===== config.mk =====
export PLATFORM = sky130hd
export DESIGN_NAME = interrupt_controller
export DESIGN_NICKNAME = d
export VERILOG_FILES = /design/src/rtl/interrupt_pkg.sv /design/src/rtl/irq_priority_encoder.sv /design/src/rtl/interrupt_controller.sv
export SDC_FILE = /design/constraint.sdc
export NUM_CORES = 1
export LEC_CHECK = 0
export ABC_AREA = 1
export CORE_MARGIN = 5
export CORE_UTILIZATION = 45
export CTS_CLUSTER_SIZE = 14
export DETAILED_ROUTE_END_ITERATION = 16
export PLACE_DENSITY = 0.81
export SYNTH_ARGS = -nofsm -noshare
export SYNTH_HDL_FRONTEND = slang
export SYNTH_SLANG_ARGS = --single-unit
export TNS_END_PERCENT = 10

===== constraint.sdc =====
create_clock -name clk -period 2.05 [get_ports clk]
set_input_delay 0.205 -clock clk [delete_from_list [all_inputs] [get_ports clk]]
set_output_delay 0.205 -clock clk [all_outputs]
set_load 0.005 [all_outputs]

===== src/rtl/interrupt_pkg.sv =====
// Shared types and constants for the interrupt controller: source indices,
// request FSM states, bus/vector bases and the vector helper.
package interrupt_pkg;

  localparam logic [12:0] VECTOR_BASE    = 13'h0100;
  localparam logic [11:0] MASK_BASE_ADDR = 12'hF10;

  typedef enum logic [2:0] {
    SRC_CLOCK     = 3'd0,
    SRC_STOPWATCH = 3'd1,
    SRC_INPUT0    = 3'd2,
    SRC_INPUT1    = 3'd3,
    SRC_SERIAL    = 3'd4,
    SRC_PROG      = 3'd5
  } irq_src_e;

  typedef enum logic [1:0] {
    IDLE    = 2'd0,
    REQ     = 2'd1,
    HOLDOFF = 2'd2
  } irq_state_e;

  // Each source owns a two-word vector slot starting one slot above the base.
  function automatic logic [12:0] src_vector(input logic [12:0] base, input int idx);
    return base + 13'(2 * (idx + 1));
  endfunction

endpackage


===== src/rtl/irq_priority_encoder.sv =====
// Fixed-priority encoder: the highest set bit of the pending vector wins.
module irq_priority_encoder #(
  parameter int N    = 6,
  parameter int IDXW = 3
) (
  input  logic [N-1:0]    pend,
  output logic [IDXW-1:0] idx,
  output logic            vld
);

  always_comb begin
    idx = '0;
    for (int i = 0; i < N; i++) begin
      if (pend[i]) idx = IDXW'(i);
    end
  end

  assign vld = |pend;

endmodule


===== src/rtl/interrupt_controller.sv =====
// Masks source factor flags, arbitrates by fixed priority and hands one latched
// request/vector to the core. Define IRQ_STATS_EN to add per-source ack counters.
module interrupt_controller #(
  parameter int          NUM_SOURCES    = 6,
  parameter logic [12:0] VECTOR_BASE    = interrupt_pkg::VECTOR_BASE,
  parameter logic [11:0] MASK_BASE_ADDR = interrupt_pkg::MASK_BASE_ADDR
) (
  input  logic                     clk,
  input  logic                     reset_n,
  input  logic                     cpu_clk_en,
  input  logic [4*NUM_SOURCES-1:0] factor,
  input  logic                     cpu_interrupt_en,
  input  logic [11:0]              bus_addr,
  input  logic                     bus_wr,
  input  logic [3:0]               bus_wdata,
  output logic [3:0]               bus_rdata,
  output logic                     bus_rd_hit,
  output logic                     irq_req,
  output logic [12:0]              irq_vector,
  input  logic                     irq_ack,
  output logic                     wake
`ifdef IRQ_STATS_EN
  ,
  output logic [8*NUM_SOURCES-1:0] irq_count
`endif
);

  import interrupt_pkg::*;

  localparam int IDXW = (NUM_SOURCES > 1) ? $clog2(NUM_SOURCES) : 1;

  logic [NUM_SOURCES-1:0][3:0] mask_q, mask_d;
  logic [NUM_SOURCES-1:0]      pend;
  logic [IDXW-1:0]             enc_idx;
  logic                        enc_vld;
  irq_state_e                  state_q, state_d;
  logic [12:0]                 vector_q, vector_d;
  logic                        wake_q, wake_d;
  logic [11:0]                 addr_off;
  logic                        win_hit;

  assign addr_off   = bus_addr - MASK_BASE_ADDR;
  assign win_hit    = addr_off < 12'(NUM_SOURCES);
  assign bus_rd_hit = win_hit;

  always_comb begin
    bus_rdata = '0;
    mask_d    = mask_q;
    for (int i = 0; i < NUM_SOURCES; i++) begin
      if (win_hit && addr_off == 12'(i)) begin
        bus_rdata = mask_q[i];
        // The prog timer has a single factor bit, so only mask bit 0 exists.
        if (cpu_clk_en && bus_wr)
          mask_d[i] = (i == NUM_SOURCES - 1) ? {3'b000, bus_wdata[0]} : bus_wdata;
      end
    end
  end

  always_comb begin
    for (int i = 0; i < NUM_SOURCES; i++)
      pend[i] = |(factor[4*i +: 4] & mask_q[i]);
  end

  irq_priority_encoder #(
    .N    (NUM_SOURCES),
    .IDXW (IDXW)
  ) u_prio (
    .pend (pend),
    .idx  (enc_idx),
    .vld  (enc_vld)
  );

  always_comb begin
    state_d  = state_q;
    vector_d = vector_q;
    wake_d   = wake_q;
    if (cpu_clk_en) begin
      wake_d = |pend;
      case (state_q)
        IDLE: begin
          if (enc_vld && cpu_interrupt_en) begin
            vector_d = src_vector(VECTOR_BASE, int'(enc_idx));
            state_d  = REQ;
          end
        end
        // Once raised, the request stays up until acked; cancellation is the core's job.
        REQ:     if (irq_ack) state_d = HOLDOFF;
        HOLDOFF: if (!cpu_interrupt_en) state_d = IDLE;
        default: state_d = IDLE;
      endcase
    end
  end

  always_ff @(posedge clk or negedge reset_n) begin
    if (!reset_n) begin
      mask_q   <= '0;
      state_q  <= IDLE;
      vector_q <= '0;
      wake_q   <= 1'b0;
    end else begin
      mask_q   <= mask_d;
      state_q  <= state_d;
      vector_q <= vector_d;
      wake_q   <= wake_d;
    end
  end

  assign irq_req    = (state_q == REQ);
  assign irq_vector = vector_q;
  assign wake       = wake_q;

`ifdef IRQ_STATS_EN
  logic [NUM_SOURCES-1:0][7:0] cnt_q, cnt_d;
  logic                        ack_take;

  assign ack_take = cpu_clk_en && (state_q == REQ) && irq_ack;

  // The latched vector identifies the acknowledged source uniquely.
  always_comb begin
    cnt_d = cnt_q;
    for (int i = 0; i < NUM_SOURCES; i++) begin
      if (ack_take && vector_q == src_vector(VECTOR_BASE, i) && cnt_q[i] != 8'hFF)
        cnt_d[i] = cnt_q[i] + 8'd1;
    end
  end

  always_ff @(posedge clk or negedge reset_n) begin
    if (!reset_n) cnt_q <= '0;
    else          cnt_q <= cnt_d;
  end

  assign irq_count = cnt_q;
`endif

endmodule


Word-level counts from Yosys, hierarchy flattened
Index checks and enable logic that the tools add are counted.
{"block": "word_totals", "register_bits": 37, "inputBits": 46, "out_inout_bits": 20, "wordCells": 68}
{"block": "classes", "n_addsub": 3, "n_lt_le_gt_ge": 1, "eq_ne": 10, "n_mux": 15, "bitwise": 6, "reduce_logical": 24}
{"operator": "12-bit by 2-bit == test with 1-bit output, second input constant", "n": 2}
{"operator": "12-bit by 3-bit == test with 1-bit output, second input constant", "n": 2}
{"operator": "4-bit two-way mux", "n": 6}
{"operator": "24-bit OR reduction", "n": 1}
{"operator": "4-bit AND", "n": 5}
{"operator": "4-bit OR reduction", "n": 5}
{"operator": "12-bit by 1-bit == test with 1-bit output, second input constant", "n": 1}
{"operator": "12-bit zero test", "n": 1}
{"operator": "12-bit by 3-bit < comparator with 1-bit output, second input constant", "n": 1}
{"operator": "2-bit AND reduction", "n": 6}
{"operator": "12-bit subtractor, second input constant", "n": 1}
{"operator": "9-bit by 5-bit adder with 10-bit output, first input constant", "n": 1}
{"operator": "2-bit two-way mux", "n": 5}
{"operator": "1-bit logical AND", "n": 8}
{"operator": "3-bit two-way mux", "n": 2}
{"operator": "2-bit one-hot mux with 3 select lines", "n": 1}
{"operator": "3-bit by 1-bit adder with 4-bit output, second input constant", "n": 1}
{"operator": "4-bit by 1-bit AND with 4-bit output", "n": 1}
{"operator": "2-bit inequality test, second input constant", "n": 2}
{"operator": "4-bit AND reduction", "n": 1}
{"operator": "3-bit AND reduction", "n": 1}
{"operator": "2-bit by 1-bit == test with 1-bit output, second input constant", "n": 1}
{"operator": "2-bit == test, second input constant", "n": 1}
{"operator": "2-bit zero test", "n": 1}
{"operator": "2 further kinds", "n": 2}

Logic depth before layout (Yosys ltp)
Gate-level depths: netlist of the first run.
{"block": "logic_depth", "word_depth": 9, "mapped_depth": 12, "ltp_nobuf": 12}

Cells and area by module
Synthesis of the first run repeated with hierarchy kept, for this count alone.
{"block": "hier_totals", "hier_cells": 261, "hier_area_um2": 1871.8}
{"mod": "interrupt_controller", "n_inst": 1, "cells_each": 248, "area_per_inst_um2": 1818.0, "seq_area_each_um2": 725.7}
{"mod": "irq_priority_encoder", "n_inst": 1, "cells_each": 13, "area_per_inst_um2": 53.8, "seq_area_each_um2": 0.0}

Worst setup path before layout of the first run
OpenSTA, ideal clock, no wires.
{"block": "synth_timing", "path_kind": "register to register", "start": "reg mask_q[6] (netlist bit)", "end": "reg vector_q[3] (netlist: irq_vector[3])", "setup_ns": 0.130, "arrival_time_ns": 1.389, "required_time_ns": 1.920, "path_slack_ns": 0.531, "path_stages_with_launch": 10, "path_buffers": 0, "period_less_slack_ns": 1.519, "cell_sequence": "dfrtp_1 -> nand2_1 -> nand2_1 -> a221oi_1 -> nor2_1 -> o21ai_0 -> nand2_1 -> ha_1 -> xnor2_1 -> o21ai_0"}
{"block": "synth_via", "elab_chain_len": 9, "elab_cells_between_ends": 12, "classes_between": "2 x add/sub; 5 x mux; 1 x bitwise; 4 x reduce/logical"}
{"element": "from (decl)", "line_no": "interrupt_controller.sv:32", "text": "logic [NUM_SOURCES-1:0][3:0] mask_q, mask_d;"}
{"element": "from (signal assigned)", "line_no": "interrupt_controller.sv:101", "text": "mask_q <= mask_d;"}
{"element": "4-bit AND *", "line_no": "interrupt_controller.sv:61", "text": "pend[i] = |(factor[4*i +: 4] & mask_q[i]);"}
{"element": "4-bit OR reduction", "line_no": "interrupt_controller.sv:61"}
{"element": "1-bit two-way mux", "line_no": "irq_priority_encoder.sv:14", "text": "if (pend[i]) idx = IDXW'(i);"}
{"element": "2-bit two-way mux (2 in a row)", "line_no": "irq_priority_encoder.sv:14"}
{"element": "3-bit two-way mux (2 in a row)", "line_no": "irq_priority_encoder.sv:14"}
{"element": "3-bit by 1-bit adder with 4-bit output", "line_no": "interrupt_pkg.sv:25", "text": "return base + 13'(2 * (idx + 1));"}
{"element": "9-bit by 5-bit adder with 10-bit output", "line_no": "interrupt_pkg.sv:25"}
{"element": "to (signal assigned)", "line_no": "interrupt_controller.sv:103", "text": "vector_q <= vector_d;"}
{"element": "to (decl)", "line_no": "interrupt_controller.sv:37", "text": "logic [12:0] vector_q, vector_d;"}
Every way passes the cells marked *; elsewhere a longest branch is shown, timed or not.
A chain may end at the register's enable or synchronous reset.

Worst setup path after layout of the first run
{"block": "layout_timing", "start": "in bus_addr[0]", "end": "out bus_rdata[1]"}
{"block": "layout_via", "elab_chain_len": 9, "elab_cells_between_ends": 20, "classes_between": "1 x add/sub; 1 x order compare; 5 x eq/ne; 6 x mux; 7 x reduce/logical"}
{"element": "from (decl)", "line_no": "interrupt_controller.sv:13", "text": "input logic [11:0] bus_addr,"}
{"element": "12-bit subtractor *", "line_no": "interrupt_controller.sv:42", "text": "assign addr_off = bus_addr - MASK_BASE_ADDR;"}
{"element": "12-bit by 3-bit < comparator with 1-bit output / 12-bit zero test (equally long branches)", "line_no": "interrupt_controller.sv:43, interrupt_controller.sv:50"}
{"element": "1-bit logical AND", "line_no": "interrupt_controller.sv:50", "text": "if (win_hit && addr_off == 12'(i)) begin"}
{"element": "4-bit two-way mux (5 in a row)", "line_no": "interrupt_controller.sv:50"}
{"element": "4-bit two-way mux *", "line_no": "interrupt_controller.sv:50"}
{"element": "to (decl)", "line_no": "interrupt_controller.sv:16", "text": "output logic [3:0] bus_rdata,"}
Marks and branches as above.

==> results of run 1 <==
where the power goes:
group	leakage, nW	switching, W	internal (W)
registers	0.400	0.000000592	0.000574
clock network	0.0399	0.000206	0.000222
logic	1.01	0.0000667	0.0000849
kinds of logic after synthesis:
kind of cell | count (synthesis) | synth area share, %
AND/OR/NAND/NOR | 118 | 32.1
buffers and inverters | 45 | 11.0
AO/OA/AOI/OAI | 33 | 10.5
flip-flops | 29 | 40.0
multiplexers | 9 | 5.03
adder cells (fa/ha/maj) | 1 | 0.690
other | 1 | 0.207
XOR/XNOR | 1 | 0.483
registers in the layout, indices dropped and copies added, names as in the netlist:
signal / count
wake: 1
mask_q: 21
irq_vector: 5
state_q: 2
what timing repair did:
item,4_1_cts,5_1_grt
gates resized for setup,38,5
pin swaps,16,7
cloned,1,0
buffers inserted,7,1
endpoints found under the setup margin,4,3
hold buffers,0,0
worst register-to-register path: stages (launching register included):
cell	delay [ns]
dfrtp_1	0.40
nand2_1	0.07
nand2_1	0.05
a221oi_1	0.34
nor2_1	0.08
o21ai_0	0.16
nand2_1	0.10
ha_1	0.22
xnor2_1	0.14
o21ai_0	0.09
synth_stat cells (all sizes together):
| cell | instances |
|---|---|
| a21boi | 1 |
| conb | 1 |
| mux2 | 1 |
| o21ai | 19 |
| xnor2 | 1 |
| dfrtp | 29 |
| nand3 | 19 |
| a221oi | 1 |
| mux2i | 8 |
| inv | 37 |
| nor2 | 31 |
| nand2 | 61 |
| nand4 | 3 |
| a22o | 4 |
| a21oi | 8 |
| nor3 | 2 |
| ha | 1 |
| buf | 8 |
| or2 | 2 |
worst paths after layout:
| check | startpoint | end | slack, ns | depth (start not counted) |
|---|---|---|---|---|
| max | bus_addr[0] | bus_rdata[1] | 0.10 | 10 |
| min | reset_n | mask_q[15]$_DFFE_PN0P_ | 0.33 | 2 |
| max reg2reg | mask_q[5]$_DFFE_PN0P_ | irq_vector[3]$_DFFE_PN0P_ | 0.29 | 9 |
| min reg2reg | irq_vector[8]$_DFFE_PN0P_ | irq_vector[8]$_DFFE_PN0P_ | 0.46 | 2 |
| max in group asynchronous | reset_n | mask_q[3]$_DFFE_PN0P_ | 1.44 | 2 |
| min in group clk | irq_vector[8]$_DFFE_PN0P_ | irq_vector[8]$_DFFE_PN0P_ | 0.46 | 2 |
metal layers:
| metal | global-route usage, % | vias up | share of wire (%) |
|---|---|---|---|
| li1 | - | 919 | - |
| met1 | 25.8 | 859 | 42 |
| met2 | 33.8 | 59 | 50 |
| met3 | 4.38 | 11 | 5.9 |
| met4 | 8.05 | 0 | 2.5 |
| met5 | 0 | - | 0 |
final cells by class:
cell class                      instances  area (µm²)  area share (%)
Clock buffer                            5        68.8            2.54
Clock inverter                          1        5.00           0.184
Inverter                               37         139            5.12
Multi-Input combinational cell        171         982            36.2
Sequential cell                        29         726            26.7
Tap cell                               50        62.6            2.31
Timing Repair Buffer                   81         731            26.9
layout by cell type (no fill, tap or decap), types with 2 or more instances in the layout:
cell type,Yosys,final
a21oi_1,7,7
a22o_1,4,4
buf_2,0,2
buf_4,8,24
buf_6,0,3
clkbuf_8,0,5
clkdlybuf4s15_1,0,2
clkdlybuf4s50_1,0,39
conb_1,1,8
dfrtp_1,29,29
dlygate4sd2_1,0,11
inv_1,35,34
inv_2,2,3
mux2i_1,8,8
nand2_1,57,54
nand2_2,2,4
nand2_4,2,3
nand3_1,18,17
nand4_1,3,3
nor2_1,19,17
nor2_2,6,3
nor2_4,5,11
nor3_1,2,2
o21ai_0,18,16
o21ai_2,0,2
or2_0,2,2
metrics by stage:
step | std cells | total power [W]
after floorplan | 244 | 0.000627
after global placement | 359 | 0.000734
after detailed placement | 359 | 0.000736
after CTS | 373 | 0.00116
after global routing | 374 | 0.00120
final | 374 | 0.00115
==> results by group, run 1 <==
Synth
  – Dominant cell type by area after synthesis: dfrtp_1
  – Warnings, synthesis: 0
  – Post-synthesis sequential element count: 29
  – Sequential area share after synthesis: 40.0%
  – Yosys cell types: 28
  – Area share of the largest cell type after synthesis: roughly 40%
  – Mapped Avg Cell Area: 7.66 µm²
  – Top cells by area, synth: dfrtp_1, nand2_1, inv_1
  – Cells after Synth: between 200 and 250
  – Post-Synthesis Cell Area: around 1800 µm²

Detailed routing
  – Pre-Repair DR Iteration Count: 4
  – Drt via density: slightly below 5
  – DRT iter0 DRCs: just under 100
  – Post-DRT Antenna Nets: 0
  – Routed length per instance: about 13 µm
  – DRC: 0
  – Total Routed Length: 5040 µm
  – Vias: around 1800

Worst setup path
  – Critical Path Max Stage Delay: about 0.52 ns
  – Critical Path Slowest Stage Cell: clkdlybuf4s50_1
  – Setup Crit Path Kind: in -> out
  – Cell Chain, Critical Path: clkdlybuf4s50_1 -> inv_2 -> nor2_2 -> nand2_1 -> nor2_4 -> nand2_1 -> nand3_1 -> nand3_1 -> a21oi_1 -> clkdlybuf4s15_1
  – Crit path launch type: primary input
  – WP data required: roughly 1.9 ns
  – Worst Path Max Fanout: 4
  – CP delay by family, top: buffers and inverters
  – Critical Path End Type: output pin
  – WP buf/inv: 3
  – Worst EP arrival: approximately 1.7 ns

CTS
  – CTS H-tree depth: 2
  – TritonCTS Buffers: 5
  – Clk_lat worst skew: 0.28 ns
  – Max Buffers Root-to-Sink: 2
  – Root Buffer: clkbuf_8
  – Worst-path clk slew: about 0.060 ns
  – CTS tree: built
  – Clock sink count: 29

Timing
  – Clk_skew: ~0.007 ns
  – Final setup fails: 0
  – Final Max Slew Viols: 0
  – Max Fclk: about 0.5 GHz
  – Hold slack: roughly 0.33 ns
  – Tmin final: 1.95 ns
  – Tcrit/Tclk final: 95.1%
  – Final worst setup slack: just over 0.1 ns
  – Setup TNS: 0 ns
  – Final hold vios: 0
  – RSZ-0062 raised after global routing: true

Job
  – Max-cap violations: 0

Die
  – Die area: between 5000 and 6000 µm²
  – Die height: 73.5 µm
  – Horiz. Die Dim: ~73 µm
  – Starting Density: between 40 and 50%
  – I/O pin total: 66
  – Core area: 3940 µm²
  – Core Rows: 23

Finish
  – Layout area overhead: 49.6%
  – Fill cells: about 300
  – Share of cells above drive strength 1: between 20% and 30%
  – Post-route cell area: 2710 µm²
  – Util after Layout: a little under 70%
  – Final #Nets: between 300 and 400
  – ANT cells: 0

Place
  – Port Buffers: 54
  – Post-DP HPWL: between 3000 and 4000 µm
  – Routability cong.: approximately 0.91
  – DP Area: about 2500 µm²
  – Pre-CTS setup slack: -0.453 ns

Min path
  – HP Class: in -> async

Power
  – Pwr per Cell Area: approximately 430 nW/µm²
  – Leak Pwr: ~1.4 nW
  – Maximum VDD drop: ~450 µV

Global route
  – GRT overflow: 0
  – Initial antenna violation count: 0
  – First-pass GRT wire length: ~8400 µm
  – GRT Overall Usage: slightly above 20%
  – Vias in the first global route: about 1800
  – Largest net degree at the start of global routing: 30

Run status
  – Outcome: complete, no violations
(Power assumes the default switching activity.)
==> run 2, diff against run 1 <==
--- a/config.mk
+++ b/config.mk
@@ -10,8 +10,9 @@
 export CORE_UTILIZATION = 45
 export CTS_CLUSTER_SIZE = 14
 export DETAILED_ROUTE_END_ITERATION = 16
+export HOLD_SLACK_MARGIN = 0.05
 export PLACE_DENSITY = 0.81
 export SYNTH_ARGS = -nofsm -noshare
 export SYNTH_HDL_FRONTEND = slang
 export SYNTH_SLANG_ARGS = --single-unit
-export TNS_END_PERCENT = 10
+export TNS_END_PERCENT = 50
==> results of run 2 <==
The final DEF is identical to that of run 1; final timing and power are the same.
